`config.mk`:
```
export PLATFORM = sky130hd
export DESIGN_NAME = rf_scoreboard
export DESIGN_NICKNAME = d
export VERILOG_FILES = /design/src/rtl/rf_scoreboard.sv
export SDC_FILE = /design/constraint.sdc
export NUM_CORES = 1
export LEC_CHECK = 0
export ABC_AREA = 1
export CAP_MARGIN = 20
export CELL_PAD_IN_SITES_DETAIL_PLACEMENT = 0
export CELL_PAD_IN_SITES_GLOBAL_PLACEMENT = 1
export CORE_ASPECT_RATIO = 0.6
export CORE_MARGIN = 4
export CORE_UTILIZATION = 43
export DETAILED_ROUTE_END_ITERATION = 8
export GPL_ROUTABILITY_DRIVEN = 0
export PLACE_DENSITY_LB_ADDON = 0.15
export SLEW_MARGIN = 15
export SYNTH_ARGS = -nofsm -noshare
export SYNTH_HDL_FRONTEND = slang
export SYNTH_SLANG_ARGS = --single-unit
```
`constraint.sdc`:
```
create_clock -name clk -period 7.2 [get_ports clk]
set_input_delay 1.44 -clock clk [delete_from_list [all_inputs] [get_ports clk]]
set_output_delay 1.44 -clock clk [all_outputs]
set_load 0.005 [all_outputs]
```
`src/rtl/rf_scoreboard.sv`:
```
// Register-file scoreboard and issue scheduler.
// Tracks in-flight destination registers in program order, blocks issue on
// RAW/WAW hazards or a full tracker, and releases entries in order at GR.
module rf_scoreboard #(
  parameter int unsigned DEPTH         = 4,
  parameter int unsigned ZERO_REG      = 31,
  parameter bit          RETIRE_BYPASS = 1'b0
) (
  input  logic                     clk,
  input  logic                     reset,
  input  logic                     instn_vld_id,
  input  logic [4:0]               reg_a_id,
  input  logic                     use_a_id,
  input  logic [4:0]               reg_b_id,
  input  logic                     use_b_id,
  input  logic [4:0]               reg_dst_id,
  input  logic                     wr_dst_id,
  input  logic                     i_issue_id,
  input  logic                     retire_gr,
  input  logic                     flush_xx,
  output logic                     issue_ok_id,
  output logic [31:0]              pend_vec_xx,
  output logic [$clog2(DEPTH):0]   inflight_xx,
  output logic                     full_xx,
  output logic                     sb_err_xx
);

  localparam int unsigned PW = $clog2(DEPTH);
  localparam logic [4:0]  ZR = 5'(ZERO_REG);

  logic          r_ent_wr  [DEPTH];
  logic [4:0]    r_ent_dst [DEPTH];
  logic [PW:0]   r_rd_ptr;
  logic [PW:0]   r_wr_ptr;
  logic [PW:0]   r_count;
  logic [31:0]   r_pend;
  logic          r_err;

  logic          w_empty;
  logic          w_full;
  logic          w_head_wr;
  logic [4:0]    w_head_dst;
  logic          w_pop;
  logic          w_push;
  logic          w_pop_err;
  logic          w_push_err;
  logic [31:0]   w_clr_mask;
  logic [31:0]   w_set_mask;
  logic [31:0]   w_pend_haz;
  logic          w_hazard;
  logic          w_room;
  logic          w_push_wr;

  assign w_empty    = (r_rd_ptr == r_wr_ptr);
  assign w_full     = (r_rd_ptr[PW-1:0] == r_wr_ptr[PW-1:0]) &&
                      (r_rd_ptr[PW] != r_wr_ptr[PW]);
  assign w_head_wr  = r_ent_wr[r_rd_ptr[PW-1:0]];
  assign w_head_dst = r_ent_dst[r_rd_ptr[PW-1:0]];
  assign w_pop      = retire_gr & ~w_empty;
  assign w_pop_err  = retire_gr & w_empty;
  assign w_push_wr  = wr_dst_id & (reg_dst_id != ZR);

  // Release mask of the retiring head and set mask of the issuing instruction
  always_comb begin
    w_clr_mask = '0;
    w_set_mask = '0;
    if (w_pop && w_head_wr) w_clr_mask = 32'd1 << w_head_dst;
    if (w_push && w_push_wr) w_set_mask = 32'd1 << reg_dst_id;
  end

  // Hazard view of the pending mask; with bypass the retiring head is already free
  always_comb begin
    w_pend_haz = r_pend;
    if (RETIRE_BYPASS) w_pend_haz = r_pend & ~w_clr_mask;
  end

  // Issue decision: purely combinational from current state and ID inputs
  always_comb begin
    w_hazard = (use_a_id  & (reg_a_id   != ZR) & w_pend_haz[reg_a_id])  |
               (use_b_id  & (reg_b_id   != ZR) & w_pend_haz[reg_b_id])  |
               (wr_dst_id & (reg_dst_id != ZR) & w_pend_haz[reg_dst_id]);
    w_room   = ~w_full | (RETIRE_BYPASS & retire_gr);
    issue_ok_id = reset & instn_vld_id & ~w_hazard & w_room;
  end

  assign w_push     = i_issue_id & issue_ok_id;
  assign w_push_err = i_issue_id & ~issue_ok_id;

  // Tracker FIFO, pointers, count, pending mask and sticky error
  always_ff @(posedge clk or negedge reset) begin
    if (!reset) begin
      for (int unsigned i = 0; i < DEPTH; i++) begin
        r_ent_wr[i]  <= 1'b0;
        r_ent_dst[i] <= '0;
      end
      r_rd_ptr <= '0;
      r_wr_ptr <= '0;
      r_count  <= '0;
      r_pend   <= '0;
      r_err    <= 1'b0;
    end else begin
      r_err <= r_err | w_pop_err | w_push_err;
      if (flush_xx) begin
        r_rd_ptr <= '0;
        r_wr_ptr <= '0;
        r_count  <= '0;
        r_pend   <= '0;
      end else begin
        if (w_push) begin
          r_ent_wr[r_wr_ptr[PW-1:0]]  <= w_push_wr;
          r_ent_dst[r_wr_ptr[PW-1:0]] <= reg_dst_id;
          r_wr_ptr <= r_wr_ptr + 1'b1;
        end
        if (w_pop) r_rd_ptr <= r_rd_ptr + 1'b1;
        case ({w_push, w_pop})
          2'b10:   r_count <= r_count + 1'b1;
          2'b01:   r_count <= r_count - 1'b1;
          default: r_count <= r_count;
        endcase
        // Set applied after clear so a same-register push/pop keeps the bit
        r_pend <= (r_pend & ~w_clr_mask) | w_set_mask;
      end
    end
  end

  assign pend_vec_xx = r_pend;
  assign inflight_xx = r_count;
  assign full_xx     = w_full;
  assign sb_err_xx   = r_err;

endmodule

```
==> run_summary.xml <==
<?xml version="1.0" encoding="UTF-8"?>
<metrics>
  <group name="sta">
    <metric name="rsz_0062_raised_after_global_routing" unit="">no</metric>
    <metric name="finalWorstPathRequiredPeriod" unit="ns">5.59</metric>
    <metric name="maximum_frequency_from_static_timing_analysis" unit="MHz">179</metric>
    <metric name="slew_headroom" unit="%">42.5</metric>
    <metric name="setup_total_negative_slack" unit="ns">0</metric>
    <metric name="fin_skew" unit="ns">0.00750</metric>
    <metric name="worst_hold_slack" unit="ns">0.474</metric>
    <metric name="fin_crit_sh" unit="%">77.6</metric>
    <metric name="slew_at_the_pin_closest_to_its_max_slew_limit" unit="ns">0.862</metric>
    <metric name="final_hold_viol_count" unit="">0</metric>
    <metric name="maxSlewViolCount" unit="">0</metric>
    <metric name="setup_viol_count_final" unit="">0</metric>
  </group>
  <group name="critical_path">
    <metric name="worstSetupPathType" unit="">primary input to output port</metric>
    <metric name="cp_data_required_time" unit="ns">5.76</metric>
    <metric name="r2r-end" unit="">inflight_xx[2]</metric>
    <metric name="crit_path_end_kind" unit="">output port</metric>
    <metric name="crit_path_top_delay_cell" unit="">sky130_fd_sc_hd__clkdlybuf4s50_1</metric>
    <metric name="critPathMostFrequentCell" unit="">sky130_fd_sc_hd__nand3_1</metric>
    <metric name="timing.critical_path.buf_inv" unit="">3</metric>
    <metric name="crit_path_max_incr_delay" unit="ns">1.01</metric>
    <metric name="r2r_slack" unit="ns">4.25</metric>
    <metric name="path_cells" unit="">clkdlybuf4s50_1, inv_2, nand2_2, nor2_1, nor2_1, nand3_1, nand3_1, nand3_1, nand3_2, nand2_4, nor2_8, clkdlybuf4s50_1</metric>
    <metric name="critical_path_arrival" unit="ns">4.15</metric>
    <metric name="timing.rr.start" unit="">r_rd_ptr[0]</metric>
    <metric name="worst_path_fanout_max" unit="">25</metric>
    <metric name="crit_start" unit="">reg_dst_id[0]</metric>
    <metric name="critical_path_s_top_delay_family" unit="">buffers and inverters</metric>
    <metric name="reg2regPathDepth" unit="">17</metric>
    <metric name="critPathLaunchType" unit="">primary input</metric>
  </group>
  <group name="global_route">
    <metric name="antenna_found_initial" unit="">0</metric>
    <metric name="grt.overflow.total" unit="">0</metric>
    <metric name="gr-usage-met3" unit="%">8.12</metric>
    <metric name="grt_util_met1" unit="%">40.9</metric>
    <metric name="grt_pass1_vias" unit="">4593</metric>
    <metric name="grt_max_degree" unit="">67</metric>
    <metric name="grt.met2_usage" unit="%">34.7</metric>
    <metric name="grt_pass1_wl" unit="um">25600</metric>
    <metric name="globalRoute.busiestLayer" unit="">met1</metric>
    <metric name="globalRouteTotalUtil" unit="%">26.1</metric>
  </group>
  <group name="power">
    <metric name="report.power.total" unit="uW">1080</metric>
    <metric name="power-per-cell-area" unit="nW/um2">193</metric>
    <metric name="cellLeakagePower" unit="uW">0.00249</metric>
    <metric name="irDropWorstVdd" unit="uV">137</metric>
  </group>
  <group name="worst_hold_path">
    <metric name="min_to" unit="">r_ent_dst[16]</metric>
    <metric name="whs_path_depth" unit="">2</metric>
    <metric name="timing.hold.worst.start" unit="">r_ent_dst[16]</metric>
    <metric name="hp-class" unit="">flip-flop to flip-flop</metric>
  </group>
  <group name="final_layout">
    <metric name="final_nets" unit="">768</metric>
    <metric name="drive_gt1_share" unit="%">6.46</metric>
    <metric name="final_util" unit="%">52.5</metric>
    <metric name="finish.instance_area" unit="um2">5580</metric>
    <metric name="diodes" unit="">0</metric>
    <metric name="area.growth.synth_to_final" unit="%">18.1</metric>
  </group>
  <group name="clock_network">
    <metric name="cts.sinks" unit="">66</metric>
    <metric name="clock-root-buffer" unit="">sky130_fd_sc_hd__clkbuf_16</metric>
    <metric name="cts.clk_slew.worst_paths" unit="ns">0.05</metric>
    <metric name="post_cts.repair.setup_buffers" unit="">0</metric>
    <metric name="cts.repair.resized" unit="">0</metric>
    <metric name="cts_max_level" unit="">3</metric>
    <metric name="cts_tree" unit="">built</metric>
    <metric name="numCtsBuffers" unit="">9</metric>
    <metric name="ctsHoldBuffers" unit="">0</metric>
    <metric name="insertion_delay" unit="ns">0.33</metric>
    <metric name="clk_path_buf_depth" unit="">2</metric>
  </group>
  <group name="die">
    <metric name="die_w" unit="um">143</metric>
    <metric name="starting_density_of_the_core" unit="%">44.5</metric>
    <metric name="ioPinCount" unit="">62</metric>
    <metric name="die_area" unit="um2">12800</metric>
    <metric name="rows" unit="">29</metric>
    <metric name="die-height" unit="um">89.2</metric>
    <metric name="floorplan.core_area" unit="um2">10600</metric>
  </group>
  <group name="job">
    <metric name="timing.max_cap.violations" unit="">0</metric>
  </group>
  <group name="routing">
    <metric name="post-route-drc-count" unit="">0</metric>
    <metric name="wirelength" unit="um">16300</metric>
    <metric name="post_drt_via_cell_ratio" unit="">5.70</metric>
    <metric name="detailedRoute.firstIterationViolations" unit="">632</metric>
    <metric name="ant_nets" unit="">0</metric>
    <metric name="routed-via-count" unit="">5027</metric>
    <metric name="avgRoutedWirePerCell" unit="um">18.5</metric>
    <metric name="pre_repair_dr_iteration_count" unit="">7</metric>
  </group>
  <group name="yosys">
    <metric name="syn_avg_cell_area" unit="um2">6.76</metric>
    <metric name="syn-cell-area" unit="um2">4730</metric>
    <metric name="postSynthCellCount" unit="">699</metric>
    <metric name="synth-seq-area-share" unit="%">34.9</metric>
    <metric name="synth-warning-count" unit="">0</metric>
    <metric name="synth_fp_nets" unit="">729</metric>
    <metric name="ys_types" unit="">41</metric>
    <metric name="synth-seq-cells" unit="">66</metric>
  </group>
  <group name="placement">
    <metric name="place.port_buffers" unit="">61</metric>
    <metric name="post-dp-hpwl" unit="um">11800</metric>
    <metric name="placement.cell_area" unit="um2">5280</metric>
  </group>
  <group name="status">
    <metric name="status" unit="">completed</metric>
  </group>
</metrics>
## worst register-to-register path, delay by kind of cell (launching register included)
family / cells / cell delay, ns
xor+xnor: 1 / 0.23
flops: 1 / 0.57
buf+inv: 4 / 0.56
fa+ha+maj: 1 / 0.38
simple gates: 10 / 1.03
compound gates: 1 / 0.11
## placed cells by master (no fill, tap or decap), types with 2 or more instances in the layout
master and count:
sky130_fd_sc_hd__ha_1 5, sky130_fd_sc_hd__o211ai_1 5, sky130_fd_sc_hd__nand4_1 5, sky130_fd_sc_hd__inv_1 41, sky130_fd_sc_hd__nand3_2 2, sky130_fd_sc_hd__inv_2 7
sky130_fd_sc_hd__o21ai_1 7, sky130_fd_sc_hd__clkdlybuf4s50_1 60, sky130_fd_sc_hd__nand2_4 7, sky130_fd_sc_hd__a32oi_1 4, sky130_fd_sc_hd__o211ai_2 2, sky130_fd_sc_hd__dfrtp_1 66
sky130_fd_sc_hd__clkinv_1 2, sky130_fd_sc_hd__xnor2_1 2, sky130_fd_sc_hd__nor2_8 2, sky130_fd_sc_hd__nand2_1 208, sky130_fd_sc_hd__nor2_1 69, sky130_fd_sc_hd__clkinv_2 4
sky130_fd_sc_hd__nor4_1 5, sky130_fd_sc_hd__o21ai_0 50, sky130_fd_sc_hd__clkbuf_16 9, sky130_fd_sc_hd__nand2_2 3, sky130_fd_sc_hd__buf_4 4, sky130_fd_sc_hd__nand3_1 107
sky130_fd_sc_hd__a21oi_1 49
## layout make-up
| cell class | instances | area (um2) |
|---|---|---|
| well taps | 139 | 174 |
| flip-flops and latches | 66 | 1650 |
| clock buffers | 10 | 229 |
| multi-input cells | 545 | 2630 |
| repair buffers | 66 | 651 |
| clock inverters | 6 | 57.6 |
| inverters | 50 | 188 |
| fillers | 1058 | 5050 |
## stage by stage
step,setup slack (ns),std cells
2_1_floorplan,3.40,699
5_1_grt,1.35,882
3_5_place_dp,1.64,865
3_3_place_gp,1.72,865
4_1_cts,1.63,881
6_report,1.61,882
## flip-flops by register name, indices dropped and copies added (netlist names)
signal	count
r_ent_dst	20
r_wr_ptr	3
r_rd_ptr	3
r_ent_wr	4
inflight_xx	3
pend_vec_xx	32
sb_err_xx	1
## synth_stat cells
master | count | area share [%]
sky130_fd_sc_hd__clkbuf_2 | 2 | 0.21
sky130_fd_sc_hd__nand3_1 | 107 | 11
sky130_fd_sc_hd__nor3_4 | 1 | 0.34
sky130_fd_sc_hd__o21a_1 | 1 | 0.16
sky130_fd_sc_hd__a211oi_1 | 1 | 0.16
sky130_fd_sc_hd__or2_1 | 1 | 0.13
sky130_fd_sc_hd__a21oi_1 | 49 | 5.2
sky130_fd_sc_hd__o31ai_1 | 1 | 0.16
sky130_fd_sc_hd__nand2_4 | 7 | 1.7
sky130_fd_sc_hd__o21ai_0 | 50 | 5.3
sky130_fd_sc_hd__fa_1 | 1 | 0.42
sky130_fd_sc_hd__nand4_1 | 5 | 0.66
sky130_fd_sc_hd__nor2_8 | 2 | 0.85
sky130_fd_sc_hd__inv_2 | 7 | 0.56
sky130_fd_sc_hd__buf_1 | 1 | 0.079
sky130_fd_sc_hd__nor3_1 | 1 | 0.11
sky130_fd_sc_hd__o211ai_1 | 5 | 0.79
sky130_fd_sc_hd__inv_1 | 41 | 3.3
sky130_fd_sc_hd__buf_6 | 10 | 2.4
sky130_fd_sc_hd__dfrtp_1 | 66 | 35
sky130_fd_sc_hd__clkinv_1 | 2 | 0.16
sky130_fd_sc_hd__a32oi_2 | 1 | 0.34
sky130_fd_sc_hd__ha_1 | 5 | 1.3
sky130_fd_sc_hd__buf_2 | 7 | 0.74
sky130_fd_sc_hd__nor2_1 | 69 | 5.5
sky130_fd_sc_hd__a21boi_2 | 1 | 0.24
sky130_fd_sc_hd__nor4_1 | 5 | 0.66
sky130_fd_sc_hd__buf_12 | 1 | 0.42
sky130_fd_sc_hd__nand2_1 | 208 | 17
sky130_fd_sc_hd__clkbuf_1 | 14 | 1.1
sky130_fd_sc_hd__buf_4 | 3 | 0.48
sky130_fd_sc_hd__nor2_2 | 1 | 0.13
sky130_fd_sc_hd__nand3b_1 | 1 | 0.16
sky130_fd_sc_hd__nand3_2 | 2 | 0.42
sky130_fd_sc_hd__nand2_2 | 3 | 0.40
sky130_fd_sc_hd__o21ai_1 | 7 | 0.74
sky130_fd_sc_hd__xnor2_1 | 2 | 0.37
sky130_fd_sc_hd__o211ai_2 | 2 | 0.53
sky130_fd_sc_hd__a32oi_1 | 4 | 0.74
sky130_fd_sc_hd__o31a_1 | 1 | 0.19
sky130_fd_sc_hd__xor2_1 | 1 | 0.19
## worst max-delay path by stage
stage	end	slack (ns)	cells past startpoint
detailed placement	issue_ok_id	1.64	12
CTS	issue_ok_id	1.63	12
global placement	issue_ok_id	1.72	12
global route	issue_ok_id	1.35	12
floorplan	issue_ok_id	3.40	10
finish	issue_ok_id	1.61	12
## kinds of logic (layout without fill, tap and decap cells)
| logic type | count (synthesis) | after routing | share of synthesized area (%) |
|---|---|---|---|
| simple gates | 413 | 413 | 38.8 |
| compound gates | 123 | 123 | 14.5 |
| buf+inv | 88 | 132 | 9.39 |
| flops | 66 | 66 | 34.9 |
| fa+ha+maj | 6 | 6 | 1.75 |
| xor+xnor | 3 | 3 | 0.556 |
## power by group
group | leakage (uW) | internal, uW | switching (uW)
clock | 0.000142 | 265 | 162
combinational | 0.00145 | 75.3 | 165
sequential | 0.000904 | 392 | 18.8
## metal layers
metal	up-vias	wire length (um)
met4	0	135
met1	2342	7720
met3	14	2130
met2	281	6300
met5	-	0
li1	2390	-
Note: power is estimated with default switching activity, not from simulation.
